`src/rtl/uart_tx_arbiter_if.sv`:
```
// Requester/transmitter bundle for the shared UART transmitter arbiter.
// The master modport is the arbiter; the slave modport is the requesters plus transmitter.
interface uart_tx_arbiter_if #(
  parameter int unsigned N = 4
);
  logic [N-1:0]   reqValid;
  logic [8*N-1:0] reqData;
  logic [N-1:0]   reqLast;
  logic           lockEn;
  logic [N-1:0]   reqReady;
  logic [N-1:0]   grant;
  logic [7:0]     txData;
  logic           startTX;
  logic           txBusy;
  logic           ackErr;

  modport master (
    input  reqValid, reqData, reqLast, lockEn, txBusy,
    output reqReady, grant, txData, startTX, ackErr
  );

  modport slave (
    output reqValid, reqData, reqLast, lockEn, txBusy,
    input  reqReady, grant, txData, startTX, ackErr
  );
endinterface

```
`src/rtl/uart_tx_arbiter.sv`:
```
// Round-robin arbiter sharing one RS232 transmitter among N byte requesters, with packet
// lock, level startTX/busy sequencing, minimum startTX low gap and an acknowledge watchdog.
module uart_tx_arbiter #(
  parameter int unsigned N           = 4,
  parameter int unsigned ACK_TIMEOUT = 16,
  parameter int unsigned GAP         = 3
) (
  input logic              clk,
  input logic              rst,
  uart_tx_arbiter_if.master bus
);
  localparam int unsigned IdxW = (N > 1) ? $clog2(N) : 1;
  localparam int unsigned WdW  = $clog2(ACK_TIMEOUT + 1);
  localparam int unsigned GapW = (GAP > 0) ? $clog2(GAP + 1) : 1;

  typedef enum logic [2:0] {StIdle, StStart, StWaitBusy, StWaitDone, StGap} state_e;

  state_e            state_q, state_d;
  logic [IdxW-1:0]   rr_q, rr_d, owner_q, owner_d;
  logic              lock_q, lock_d, last_q, last_d, lock_en_q, lock_en_d;
  logic [N-1:0]      grant_q, grant_d;
  logic [7:0]        tx_data_q, tx_data_d;
  logic              start_q, start_d, ack_err_q, ack_err_d;
  logic [WdW-1:0]    wd_q, wd_d;
  logic [GapW-1:0]   gap_q, gap_d;

  logic [N-1:0]      elig, owner_oh, pick_oh, ready, grant_out;
  logic [IdxW-1:0]   pick, rr_inc;
  logic              found;
  logic [7:0]        pick_data;

  assign owner_oh = {{(N-1){1'b0}}, 1'b1} << owner_q;
  assign pick_oh  = {{(N-1){1'b0}}, 1'b1} << pick;
  assign rr_inc   = (owner_q == IdxW'(N - 1)) ? '0 : owner_q + 1'b1;

  // First eligible index at or after rr_q, wrapping; lowest offset wins.
  always_comb begin
    elig  = lock_q ? (bus.reqValid & owner_oh) : bus.reqValid;
    found = 1'b0;
    pick  = '0;
    for (int k = N - 1; k >= 0; k--) begin
      int j;
      j = int'(rr_q) + k;
      if (j >= int'(N)) j = j - int'(N);
      if (elig[j]) begin
        found = 1'b1;
        pick  = IdxW'(j);
      end
    end
  end

  always_comb begin
    pick_data = 8'h00;
    for (int i = 0; i < N; i++) begin
      if (pick == IdxW'(i)) pick_data = bus.reqData[8*i +: 8];
    end
  end

  always_comb begin
    state_d   = state_q;
    rr_d      = rr_q;
    owner_d   = owner_q;
    lock_d    = lock_q;
    last_d    = last_q;
    lock_en_d = lock_en_q;
    grant_d   = grant_q;
    tx_data_d = tx_data_q;
    start_d   = start_q;
    ack_err_d = 1'b0;
    wd_d      = wd_q;
    ready     = '0;
    grant_out = grant_q;
    // Gap counter measures how long startTX has been low, saturating at GAP.
    if (start_q)                  gap_d = '0;
    else if (gap_q == GapW'(GAP)) gap_d = gap_q;
    else                          gap_d = gap_q + 1'b1;

    case (state_q)
      StIdle: begin
        if (!bus.txBusy && (gap_q == GapW'(GAP)) && found) begin
          owner_d   = pick;
          grant_d   = pick_oh;
          grant_out = pick_oh;
          ready     = pick_oh;
          tx_data_d = pick_data;
          last_d    = bus.reqLast[pick];
          lock_en_d = bus.lockEn;
          state_d   = StStart;
        end
      end
      StStart: begin
        start_d = 1'b1;
        wd_d    = '0;
        state_d = StWaitBusy;
      end
      StWaitBusy: begin
        wd_d = wd_q + 1'b1;
        if (bus.txBusy) begin
          start_d = 1'b0;
          state_d = StWaitDone;
        end else if (wd_q == WdW'(ACK_TIMEOUT - 1)) begin
          // Dropped byte: release any lock and move on to the next requester.
          start_d   = 1'b0;
          ack_err_d = 1'b1;
          lock_d    = 1'b0;
          rr_d      = rr_inc;
          state_d   = StGap;
        end
      end
      StWaitDone: begin
        if (!bus.txBusy) begin
          state_d = StGap;
          if (lock_en_q && !last_q) begin
            lock_d = 1'b1;
          end else begin
            lock_d = 1'b0;
            rr_d   = rr_inc;
          end
        end
      end
      StGap: begin
        if (gap_q == GapW'(GAP)) begin
          state_d = StIdle;
          if (!lock_q) grant_d = '0;
        end
      end
      default: state_d = StIdle;
    endcase
  end

  always_ff @(posedge clk) begin
    if (!rst) begin
      state_q   <= StIdle;
      rr_q      <= '0;
      owner_q   <= '0;
      lock_q    <= 1'b0;
      last_q    <= 1'b0;
      lock_en_q <= 1'b0;
      grant_q   <= '0;
      tx_data_q <= 8'h00;
      start_q   <= 1'b0;
      ack_err_q <= 1'b0;
      wd_q      <= '0;
      gap_q     <= GapW'(GAP);
    end else begin
      state_q   <= state_d;
      rr_q      <= rr_d;
      owner_q   <= owner_d;
      lock_q    <= lock_d;
      last_q    <= last_d;
      lock_en_q <= lock_en_d;
      grant_q   <= grant_d;
      tx_data_q <= tx_data_d;
      start_q   <= start_d;
      ack_err_q <= ack_err_d;
      wd_q      <= wd_d;
      gap_q     <= gap_d;
    end
  end

  assign bus.reqReady = ready;
  assign bus.grant    = grant_out;
  assign bus.txData   = tx_data_q;
  assign bus.startTX  = start_q;
  assign bus.ackErr   = ack_err_q;
endmodule
```
`src/flat_wrapper.sv`:
```
// flat-port wrapper written by rule: the top's interface ports become plain ports
module uart_tx_arbiter_flat 
#(
  parameter int unsigned N           = 4,
  parameter int unsigned ACK_TIMEOUT = 16,
  parameter int unsigned GAP         = 3
)
  (clk, rst, bus_reqValid, bus_reqData, bus_reqLast, bus_lockEn, bus_txBusy, bus_reqReady, bus_grant, bus_txData, bus_startTX, bus_ackErr);
  uart_tx_arbiter_if #(.N(N)) bus_i ();
  input logic clk;
  input logic rst;
  input wire logic [$bits(bus_i.reqValid)-1:0] bus_reqValid;
  input wire logic [$bits(bus_i.reqData)-1:0] bus_reqData;
  input wire logic [$bits(bus_i.reqLast)-1:0] bus_reqLast;
  input wire logic [$bits(bus_i.lockEn)-1:0] bus_lockEn;
  input wire logic [$bits(bus_i.txBusy)-1:0] bus_txBusy;
  output wire logic [$bits(bus_i.reqReady)-1:0] bus_reqReady;
  output wire logic [$bits(bus_i.grant)-1:0] bus_grant;
  output wire logic [$bits(bus_i.txData)-1:0] bus_txData;
  output wire logic [$bits(bus_i.startTX)-1:0] bus_startTX;
  output wire logic [$bits(bus_i.ackErr)-1:0] bus_ackErr;
  assign bus_i.reqValid = bus_reqValid;
  assign bus_i.reqData = bus_reqData;
  assign bus_i.reqLast = bus_reqLast;
  assign bus_i.lockEn = bus_lockEn;
  assign bus_i.txBusy = bus_txBusy;
  assign bus_reqReady = bus_i.reqReady;
  assign bus_grant = bus_i.grant;
  assign bus_txData = bus_i.txData;
  assign bus_startTX = bus_i.startTX;
  assign bus_ackErr = bus_i.ackErr;
  uart_tx_arbiter #(.N(N), .ACK_TIMEOUT(ACK_TIMEOUT), .GAP(GAP)) u_core (.clk(clk), .rst(rst), .bus(bus_i));
endmodule
```
`config.mk`:
```
export PLATFORM = sky130hd
export DESIGN_NAME = uart_tx_arbiter_flat
export DESIGN_NICKNAME = d
export VERILOG_FILES = /design/src/rtl/uart_tx_arbiter_if.sv /design/src/rtl/uart_tx_arbiter.sv /design/src/flat_wrapper.sv
export SDC_FILE = /design/constraint.sdc
export NUM_CORES = 1
export LEC_CHECK = 0
export CAP_MARGIN = 10
export CORE_UTILIZATION = 35
export CTS_CLUSTER_DIAMETER = 150
export DETAILED_ROUTE_END_ITERATION = 10
export PLACE_DENSITY_LB_ADDON = 0.25
export SYNTH_ARGS = -nofsm -noshare
export SYNTH_HDL_FRONTEND = slang
export SYNTH_SLANG_ARGS = --single-unit
```
`constraint.sdc`:
```
create_clock -name clk -period 8.5 [get_ports clk]
set_input_delay 2.55 -clock clk [delete_from_list [all_inputs] [get_ports clk]]
set_output_delay 2.55 -clock clk [all_outputs]
set_load 0.01 [all_outputs]
```
==> flow_metrics.env <==
export IMPL_fin_tns_setup_ns=0
export IMPL_p_leak_nw=1.03
export IMPL_vias_per_cell=5.05
export IMPL_dr_pass1_iters=4
export IMPL_dpl_hpwl_mm=3.37
export IMPL_tightest_slew_ns=0.773
export IMPL_row_count=27
export IMPL_path_clk_slew_ns=0.07
export IMPL_p_switching_mw=0.209
export IMPL_cts_setup_buffers=0
export IMPL_drc=0
export IMPL_num_antenna_cells=0
export IMPL_grt_pass1_vias=1653
export IMPL_die_area_sq_mm=0.00608
export IMPL_avgSynthCellArea_sq_um=9.19
export IMPL_status="finished, final reports clean"
export IMPL_layout_commonest_cell="clkdlybuf4s50_1"
export IMPL_grt_pass1_wl_mm=7.73
export IMPL_synthesis_nets=271
export IMPL_chipHeight_um=78.0
export IMPL_cp_required_ns=5.95
export IMPL_hold_violations=0
export IMPL_slew_violations=0
export IMPL_critPathLaunchType="input pin"
export IMPL_grt_usage_pct=16.0
export IMPL_fillerInstances=554
export IMPL_final_cell_mix="clkdlybuf4s50_1, dfxtp_1, mux2i_1"
export IMPL_cp_top_family="buffers and inverters"
export IMPL_hold_path_class="reg2reg"
export IMPL_period_share_pct=94.4
export IMPL_crit_chain="clkdlybuf4s50_1, mux2i_1, a21oi_1, nor2_1, a311o_1, nand3b_4, nor3b_2, a21o_1, clkdlybuf4s50_1"
export IMPL_dpl_worst_slack_ns=0.524
export IMPL_cp_end_kind="output port"
export IMPL_h_tree_depth=2
export IMPL_rsz0062_at_grt="no"
export IMPL_ys_ff_latch=31
export IMPL_setup_ws_ns=0.474
export IMPL_clock_sinks=31
export IMPL_ir_drop_mv=0.104
export IMPL_p_int_mw=0.411
export IMPL_crit_top_cell="clkdlybuf4s50_1"
export IMPL_setup_viol=0
export IMPL_relSlewSlack_pct=48.4
export IMPL_crit_buf_inv=2
export IMPL_instances_no_fill=353
export IMPL_numPortBuffers=61
export IMPL_io_pins=62
export IMPL_critPathKind="in2out"
export IMPL_sequentialPowerShare_pct=33.9
export IMPL_synth_area_sq_mm=0.00202
export IMPL_nNetsFinal=331
export IMPL_dp_cells=345
export IMPL_die_w_um=78.0
export IMPL_synth_cells=220
export IMPL_ant_nets=0
export IMPL_hold_buffers=0
export IMPL_initial_core_util_pct=36.5
export IMPL_ys_types=48
export IMPL_drive_gt1_share_pct=12.1
export IMPL_max_freq_mhz=125
export IMPL_cts_buffers_inserted=5
export IMPL_cp_max_fo=18
export IMPL_area_delta_synth_final_pct=38.9
export IMPL_arrival_ns=5.48
export IMPL_powerDensity_mw_per_mm2=221
export IMPL_total_power_mw=0.620
export IMPL_num_vias=1781
export IMPL_clock_path_buffers=2
export IMPL_grt_max_degree=33
export IMPL_cpMaxStageDelayCell="clkdlybuf4s50_1"
export IMPL_cts_tree="built"
export IMPL_synth_warnings=0
export IMPL_cap_viol_max_count=0
export IMPL_finalClockSkew_ns=0.00511
export IMPL_grt_ovfl_total=0
export IMPL_antenna_found_initial=0
export IMPL_routed_wirelength_mm=4.52
export IMPL_core_sq_mm=0.00554
export IMPL_gp_congestion=0.757
export IMPL_cts_root_buf="clkbuf_8"
export IMPL_comb_power_share_pct=37.6
export IMPL_drt_iter0_markers=108
export IMPL_seq_area_frac_synth_pct=30.7
export IMPL_max_stage_delay_ns=0.53
export IMPL_p_sw_share_pct=33.7
export IMPL_cts_resized=0
export IMPL_wl_per_cell_um=12.8
export IMPL_insertion_delay_ns=0.29
export IMPL_clkPwrFrac_pct=28.5
export IMPL_fin_crit_ns=8.03
[flip-flops by register name, summed over array words and instances, names as in the netlist, 2 cells and up]
name,flops
u_core.bus.txData,8
u_core.wd_q,5
u_core.grant_q,4
u_core.state_q,3
u_core.gap_q,2
u_core.owner_q,2
u_core.rr_q,2
[metrics by stage]
step                      utilization, %  hold WS (ns)  cell area [sq um]
after global routing                50.7         0.492               2810
after CTS                           50.7         0.467               2810
after global placement              48.2         0.450               2670
final                               50.7         0.467               2810
after detailed placement            48.2         0.457               2670
after floorplan                        -         0.443               2020
[cells in the mapped netlist (all sizes together)]
cell     number  area [sq um]
o21bai        2          15.0
nand3b        1          20.0
nand4         1          6.26
a211oi        2          27.5
a41oi         1          8.76
and3          3          20.0
nand2b        2          12.5
a2bb2oi       1          15.0
o21ai        25           125
buf           5          55.1
mux4          1          22.5
nor2         14          55.1
nand2        13          48.8
clkbuf        7          26.3
a21oi         9          48.8
nand3        13          65.1
a22oi         1          7.51
xor2          1          8.76
a32o          1          10.0
a21o          6          45.0
a21boi        4          30.0
nor2b         4          25.0
dfxtp        31           621
nor4          1          21.3
o221ai        1          26.3
a311oi        1          8.76
mux2i        29           290
mux2         10           116
and2          3          18.8
a22o          3          26.3
or2b          1          7.51
nor3          3          20.0
nor3b         3          32.5
inv           8          30.0
ha            7          87.6
a311o         1          10.0
o211ai        1          7.51
[power by group through the flow]
| stage | sequential [mW] | clock (mW) | combinational, mW |
|---|---|---|---|
| 2_1_floorplan | 0.201 | 0 | 0.156 |
| 3_3_place_gp | 0.213 | 0 | 0.234 |
| 3_5_place_dp | 0.213 | 0 | 0.235 |
| 4_1_cts | 0.210 | 0.180 | 0.236 |
| 5_1_grt | 0.217 | 0.186 | 0.260 |
| 6_report | 0.210 | 0.177 | 0.233 |
[worst paths after layout]
kind / slack [ns] / endpoint / start / cells after the start
worst max register to register: 5.28 / u_core.bus.txData[1] / u_core.rr_q[0] / 8
worst max-delay path: 0.47 / bus_grant[2] / bus_reqValid[0] / 9
worst min register to register: 0.47 / u_core.bus.txData[4] / u_core.bus.txData[4] / 2
worst min-delay path: 0.47 / u_core.bus.txData[4] / u_core.bus.txData[4] / 2
[tightest hold or removal path, stage by stage (launching register included)]
cell     delay (ns)
dfxtp_1        0.31
nand3_1        0.06
o21ai_1        0.05
[kinds of logic after synthesis]
logic type,Yosys count,share of synthesized area (%)
multiplexers,40,21.2
AND/OR/NAND/NOR,62,17.5
adder cells (fa/ha/maj),7,4.33
buffers and inverters,20,5.51
flip-flops,31,30.7
XOR/XNOR,1,0.433
AO/OA/AOI/OAI,59,20.4
[routing by layer]
| metal | vias up | routed length, um | GRT usage, % |
|---|---|---|---|
| met2 | 64 | 1980 | 24.7 |
| li1 | 913 | - | - |
| met3 | 7 | 421 | 5.53 |
| met4 | 0 | 60 | 5.00 |
| met1 | 797 | 2060 | 20.7 |
| met5 | - | 0 | 0 |
[cell type report]
type	count	area [sq um]	area share (%)
tap	72	90.1	3.21
sequential	31	621	22.1
inverter	8	30.0	1.07
multi-input combinational	169	1290	45.9
timing repair buffer	65	641	22.8
clock buffer	5	68.8	2.45
clock inverter	3	67.6	2.41
Power figures use the tool's default switching activity.
